`src/rtl/monument_pkg.sv`:
```
// Shared definitions for the PS/2 key decoder.
// Holds the scan-code constants, the prefix FSM state encoding, the
// direction encoding and a small one-hot helper used for keys_held updates.
package monument_pkg;

  // Scan codes (set 2)
  localparam logic [7:0] SC_EXT   = 8'hE0;
  localparam logic [7:0] SC_BREAK = 8'hF0;
  localparam logic [7:0] SC_UP    = 8'h75;
  localparam logic [7:0] SC_DOWN  = 8'h72;
  localparam logic [7:0] SC_LEFT  = 8'h6B;
  localparam logic [7:0] SC_RIGHT = 8'h74;
  localparam logic [7:0] SC_W     = 8'h1D;
  localparam logic [7:0] SC_S     = 8'h1B;
  localparam logic [7:0] SC_A     = 8'h1C;
  localparam logic [7:0] SC_D     = 8'h23;
  localparam logic [7:0] SC_ENTER = 8'h5A;

  typedef enum logic [1:0] {
    ST_IDLE      = 2'd0,
    ST_EXT       = 2'd1,
    ST_BREAK     = 2'd2,
    ST_EXT_BREAK = 2'd3
  } state_e;

  // left/bottomleft, down/bottomright, up/topleft, right/topright
  typedef enum logic [1:0] {
    DIR_LEFT  = 2'd0,
    DIR_DOWN  = 2'd1,
    DIR_UP    = 2'd2,
    DIR_RIGHT = 2'd3
  } dir_e;

  function automatic logic [3:0] dir_onehot(input logic [1:0] d);
    return 4'b0001 << d;
  endfunction

endpackage

```
`src/rtl/scan_map.sv`:
```
// Combinational scan-code lookup.
// Ports:
//   code     - completed scan code (prefixes already stripped)
//   ext      - 1 when the code was preceded by E0
//   valid    - code maps to a direction key
//   dir      - direction for a valid code (dir_e encoding)
//   is_enter - code is Enter (main or keypad)
module scan_map
  import monument_pkg::*;
#(
  parameter int ALLOW_WASD = 1
) (
  input  logic [7:0] code,
  input  logic       ext,
  output logic       valid,
  output logic [1:0] dir,
  output logic       is_enter
);

  // Lookup: extended codes are the arrow keys, plain codes are WASD.
  always_comb begin
    valid    = 1'b0;
    dir      = DIR_LEFT;
    is_enter = 1'b0;
    if (ext) begin
      case (code)
        SC_UP:    begin valid = 1'b1; dir = DIR_UP;    end
        SC_DOWN:  begin valid = 1'b1; dir = DIR_DOWN;  end
        SC_LEFT:  begin valid = 1'b1; dir = DIR_LEFT;  end
        SC_RIGHT: begin valid = 1'b1; dir = DIR_RIGHT; end
        SC_ENTER: begin is_enter = 1'b1; end
        default:  begin valid = 1'b0; end
      endcase
    end else begin
      case (code)
        SC_W:     begin valid = (ALLOW_WASD != 0); dir = DIR_UP;    end
        SC_S:     begin valid = (ALLOW_WASD != 0); dir = DIR_DOWN;  end
        SC_A:     begin valid = (ALLOW_WASD != 0); dir = DIR_LEFT;  end
        SC_D:     begin valid = (ALLOW_WASD != 0); dir = DIR_RIGHT; end
        SC_ENTER: begin is_enter = 1'b1; end
        default:  begin valid = 1'b0; end
      endcase
    end
  end

endmodule

```
`src/rtl/ps2_key_decoder.sv`:
```
// PS/2 key decoder: turns the byte stream from a PS/2 controller into
// direction move pulses, an Enter activate pulse and a held-key bitmap.
// Ports:
//   clock, reset      - rising-edge clock, asynchronous active-high reset
//   received_data     - byte from the PS/2 controller
//   received_data_en  - one-cycle strobe qualifying received_data
//   move              - one-cycle pulse per accepted direction make
//   dir               - direction of the last accepted make
//   activate          - one-cycle pulse on Enter make
//   keys_held         - bit d set while direction d is held
module ps2_key_decoder
  import monument_pkg::*;
#(
  parameter int REPEAT_FILTER  = 1,
  parameter int ALLOW_WASD     = 1,
  parameter int TIMEOUT_CYCLES = 1000000
) (
  input  logic       clock,
  input  logic       reset,
  input  logic [7:0] received_data,
  input  logic       received_data_en,
  output logic       move,
  output logic [1:0] dir,
  output logic       activate,
  output logic [3:0] keys_held
);

  localparam int CNT_W = (TIMEOUT_CYCLES > 1) ? $clog2(TIMEOUT_CYCLES) : 1;
  localparam logic [CNT_W-1:0] CNT_LAST = CNT_W'(TIMEOUT_CYCLES - 1);

  state_e           state_q, state_d;
  logic [CNT_W-1:0] cnt_q, cnt_d;
  logic             move_q, move_d;
  logic             act_q, act_d;
  logic [1:0]       dir_q, dir_d;
  logic [3:0]       held_q, held_d;

  logic             is_make_s;
  logic             is_break_s;
  logic             is_ext_s;
  logic             map_valid_s;
  logic [1:0]       map_dir_s;
  logic             map_enter_s;

  scan_map #(
    .ALLOW_WASD (ALLOW_WASD)
  ) u_scan_map (
    .code     (received_data),
    .ext      (is_ext_s),
    .valid    (map_valid_s),
    .dir      (map_dir_s),
    .is_enter (map_enter_s)
  );

  // Prefix FSM next state; also flags when a byte completes a make or break.
  always_comb begin
    state_d    = state_q;
    is_make_s  = 1'b0;
    is_break_s = 1'b0;
    is_ext_s   = 1'b0;
    if (received_data_en) begin
      case (state_q)
        ST_IDLE: begin
          if (received_data == SC_EXT) begin
            state_d = ST_EXT;
          end else if (received_data == SC_BREAK) begin
            state_d = ST_BREAK;
          end else begin
            is_make_s = 1'b1;
          end
        end
        ST_EXT: begin
          if (received_data == SC_BREAK) begin
            state_d = ST_EXT_BREAK;
          end else if (received_data == SC_EXT) begin
            state_d = ST_EXT;
          end else begin
            is_make_s = 1'b1;
            is_ext_s  = 1'b1;
            state_d   = ST_IDLE;
          end
        end
        ST_BREAK: begin
          is_break_s = 1'b1;
          state_d    = ST_IDLE;
        end
        ST_EXT_BREAK: begin
          is_break_s = 1'b1;
          is_ext_s   = 1'b1;
          state_d    = ST_IDLE;
        end
        default: begin
          state_d = ST_IDLE;
        end
      endcase
    end else if ((state_q != ST_IDLE) && (cnt_q == CNT_LAST)) begin
      // A stalled prefix is dropped silently.
      state_d = ST_IDLE;
    end else begin
      state_d = state_q;
    end
  end

  // Idle counter: cleared by every byte, counts only while a prefix is pending.
  always_comb begin
    cnt_d = cnt_q;
    if (received_data_en) begin
      cnt_d = '0;
    end else if ((state_q != ST_IDLE) && (cnt_q != CNT_LAST)) begin
      cnt_d = cnt_q + CNT_W'(1);
    end else begin
      cnt_d = cnt_q;
    end
  end

  // Event decode: move/activate pulses, dir capture and held-key tracking.
  always_comb begin
    move_d = 1'b0;
    act_d  = 1'b0;
    dir_d  = dir_q;
    held_d = held_q;
    if (is_make_s && map_valid_s) begin
      held_d = held_q | dir_onehot(map_dir_s);
      // Typematic repeats of an already held key are not new presses.
      if ((REPEAT_FILTER != 0) && held_q[map_dir_s]) begin
        move_d = 1'b0;
      end else begin
        move_d = 1'b1;
        dir_d  = map_dir_s;
      end
    end else if (is_make_s && map_enter_s) begin
      act_d = 1'b1;
    end else if (is_break_s && map_valid_s) begin
      held_d = held_q & ~dir_onehot(map_dir_s);
    end else begin
      held_d = held_q;
    end
  end

  // State and output registers.
  always_ff @(posedge clock or posedge reset) begin
    if (reset) begin
      state_q <= ST_IDLE;
      cnt_q   <= '0;
      move_q  <= 1'b0;
      act_q   <= 1'b0;
      dir_q   <= 2'd0;
      held_q  <= 4'd0;
    end else begin
      state_q <= state_d;
      cnt_q   <= cnt_d;
      move_q  <= move_d;
      act_q   <= act_d;
      dir_q   <= dir_d;
      held_q  <= held_d;
    end
  end

  assign move      = move_q;
  assign activate  = act_q;
  assign dir       = dir_q;
  assign keys_held = held_q;

endmodule

```
`config.mk`:
```
export PLATFORM = sky130hd
export DESIGN_NAME = ps2_key_decoder
export DESIGN_NICKNAME = d
export VERILOG_FILES = /design/src/rtl/monument_pkg.sv /design/src/rtl/scan_map.sv /design/src/rtl/ps2_key_decoder.sv
export SDC_FILE = /design/constraint.sdc
export NUM_CORES = 1
export LEC_CHECK = 0
export CAP_MARGIN = 20
export CELL_PAD_IN_SITES_DETAIL_PLACEMENT = 0
export CELL_PAD_IN_SITES_GLOBAL_PLACEMENT = 1
export CORE_AREA = 2 2 98 72
export DETAILED_ROUTE_END_ITERATION = 12
export DIE_AREA = 0 0 100 74
export GPL_TIMING_DRIVEN = 0
export PLACE_DENSITY_LB_ADDON = 0.1
export SYNTH_ARGS = -nofsm -noshare
export SYNTH_HDL_FRONTEND = slang
export SYNTH_SLANG_ARGS = --single-unit
```
`constraint.sdc`:
```
create_clock -name clock -period 2.65 [get_ports clock]
set_input_delay 0.6625 -clock clock [delete_from_list [all_inputs] [get_ports clock]]
set_output_delay 0.6625 -clock clock [all_outputs]
set_load 0.05 [all_outputs]
```
==> reports/qor.csv <==
stage,metric,value,unit
hold_path,min_to,dir[0]$_DFFE_PP0P_,
worst_setup_path,critPathLaunchType,input port,
worst_setup_path,critPathKind,input port to flip-flop,
power_and_ir_drop,power_switching,0.220,mW
yosys,ys_ff_latch,30,
yosys,synth-edff-count,0,
yosys,syn-cell-area,0.00189,mm^2
finish,antenna_cells,0,
worst_setup_path,endpoint_kind,flip-flop,
sta,finalSetupViolations,0,
worst_setup_path,crit_required,2.82,ns
run,max_cap_violations,0,
sta,setup_ws,0.0647,ns
worst_setup_path,worst_r2r_path_depth,7,
die,initial_utilization,29.1,%
finish,layout_common_cells,"30 x dfrtp_1, 24 x nor2_1, 16 x xor2_1, 12 x clkdlybuf4s50_1, 11 x nand2_1",
die,dieArea,0.00740,mm^2
hold_path,worstHoldPathCells,1,
power_and_ir_drop,p_seq_share,47.1,%
power_and_ir_drop,clkPwrFrac,44.8,%
global_routing,track_usage,12.6,%
yosys,synth_cell_types,58,
sta,min_period,2.59,ns
yosys,syn_avg_cell_area,10.3,um^2
power_and_ir_drop,max-vdd-ir-drop,0.218,mV
cts,htree_levels,2,
die,ios,19,
placed_design,gp_congestion,0.772,
power_and_ir_drop,swShare,22.6,%
sta,clock_skew,0.00561,ns
yosys,ys_warn_count,0,
hold_path,hold_path_class,flip-flop to flip-flop,
route,vias,1497,
die,core-area,0.00651,mm^2
route,routedWlPerCell,14.5,um
yosys,synth_cells,184,
global_routing,grt_max_degree,22,
power_and_ir_drop,power_frac_comb,8.1,%
power_and_ir_drop,total_power,0.974,mW
yosys,synth_area_leaders,"dfrtp_1 40%, xor2_1 7.4%, nor2_1 4.8%, mux2i_1 2.6%, nand3_1 2.4%",
die,fp-row-count,25,
cts,clk_latency,0.28,ns
worst_setup_path,r2r-start,cnt_q[0]$_DFFE_PP0P_,
sta,period_share,97.6,%
die,die_y,74,um
worst_setup_path,reg2reg_to,cnt_q[15]$_DFFE_PP0P_,
worst_setup_path,critPathLaunch,received_data[2],
placed_design,port_buffers,16,
sta,slew_violations,0,
cts,clk_pin_slew,0.07,ns
yosys,netlist.area_leader.share,39.7,%
sta,hold_viol,0,
worst_setup_path,r2r_slack,0.44,ns
finish,final_common_cell,dfrtp_1,
finish,area_delta_synth_final,27.5,%
yosys,async_flop_share,100,%
finish,final_util,37.1,%
outcome,status,"complete, no violations",
yosys,synth_ff_type,dfrtp_1,
route,drt_iter0_markers,66,
sta,hold_ws,0.488,ns
global_routing,grt_pass1_vias,1398,
cts,cts_max_path_buffers,2,
sta,relSlewSlack,48.3,%
route,drc,0,
finish,drive_gt1_share,18.9,%
global_routing,antenna_found_initial,0,
power_and_ir_drop,leakage,0.978,nW
route,ant_nets,0,
worst_setup_path,critPathMaxFanout,6,
finish,final_nets,223,
route,routed_wl,4.24,mm
global_routing,grt_pass1_wl,7.25,mm
placed_design,dp_hpwl,3.12,mm
yosys,synth.largest_area_cell,dfrtp_1,
placed_design,pre_cts_ws,-0.534,ns
hold_path,hold_start,dir[0]$_DFFE_PP0P_,
cts,hold_buffers,0,
sta,tightest_slew,0.773,ns
cts,cts_inserted_buffers,5,
die,die_x,100,um
cts,cts_tree,done,
sta,max_freq,0.387,GHz
power_and_ir_drop,power.density,404,mW/mm^2
yosys,ys_seq_area_share,39.7,%
cts,root_buffer,clkbuf_8,
yosys,syn-num-nets,196,
power_and_ir_drop,internal-power,0.754,mW
worst_setup_path,crit_arrival,2.75,ns
route,firstDrtPassIters,4,
global_routing,grt_overflow_total,0,
route,via_per_inst,5.11,
cts,clock-sinks,30,
-- power by group through the flow --
stage | logic, mW | registers [mW] | clock network, mW
global route | 0.0859 | 0.459 | 0.473
CTS | 0.0788 | 0.459 | 0.453
detailed placement | 0.0745 | 0.467 | 0
floorplan | 0.0384 | 0.469 | 0
global placement | 0.0687 | 0.468 | 0
finish | 0.0788 | 0.459 | 0.436
-- final cells by class --
class	instances	area, um^2
Fill cell	670	4090
Multi-Input combinational cell	148	1180
Sequential cell	30	751
Timing Repair Buffer	20	229
Clock buffer	8	110
Tap cell	81	101
Buffer	4	28.8
Inverter	2	7.51
-- synth_stat cells (3+ instances only) --
library cell  instances
xor2_1               16
nor4b_1               4
and4_1                5
dfrtp_1              30
mux2i_1               5
nor3b_1               4
and3_1                3
nand4_1               5
nor3_1                4
nand2_1              11
a21oi_1               3
o2bb2ai_1             4
and2b_2               3
xnor2_1               3
nand2b_1              3
nor2_1               24
nand3_1               9
-- worst max-delay path, cell delays in order --
cell and delay [ns]:
clkdlybuf4s50_1 0.53, and2b_2 0.29, and3_1 0.26, a311oi_4 0.36, o2bb2ai_1 0.18, nand3b_1 0.13
mux2_2 0.33
-- metal layers --
layer  wire length [um]  GRT usage [%]  vias to the layer above  part of all wire [%]
li1                   -              -                      732                     -
met1               2380           19.7                      744                    56
met2               1700           16.7                       15                    40
met3                119           3.29                        6                   2.8
met4                 40           3.65                        0                  0.94
met5                  0              0                        -                     0
-- stage by stage --
stage	instances	setup TNS [ns]	instance area, um^2
after floorplan	184	0	1890
after global placement	281	-3.25	2150
after detailed placement	282	-3.26	2180
after CTS	292	0	2360
after global routing	293	-0.00532	2410
final	293	0	2410
-- how the worst max path moves through the flow --
stage,depth (start not counted),slack (ns),endpoint
after floorplan,7,0.27,dir[1]$_DFFE_PP0P_
after global placement,7,-0.53,dir[1]$_DFFE_PP0P_
after detailed placement,7,-0.53,dir[1]$_DFFE_PP0P_
after CTS,6,0.00003,flip-flop
after global routing,7,-0.005,dir[1]$_DFFE_PP0P_
final,7,0.06,flip-flop
-- kinds of logic after synthesis --
logic type | share of synthesized area [%]
simple gates | 30.8
mux | 5.75
flops | 39.7
buf+inv | 1.92
xor+xnor | 8.80
fa+ha+maj | 0.661
compound gates | 12.4
-- what timing repair did --
action / 4_1_cts / 5_1_grt
pin swaps: 2 / 4
gates resized for setup: 11 / 6
endpoints found under the setup margin: 7 / 7
setup buffers: 2 / 1
(Power assumes the default switching activity.)
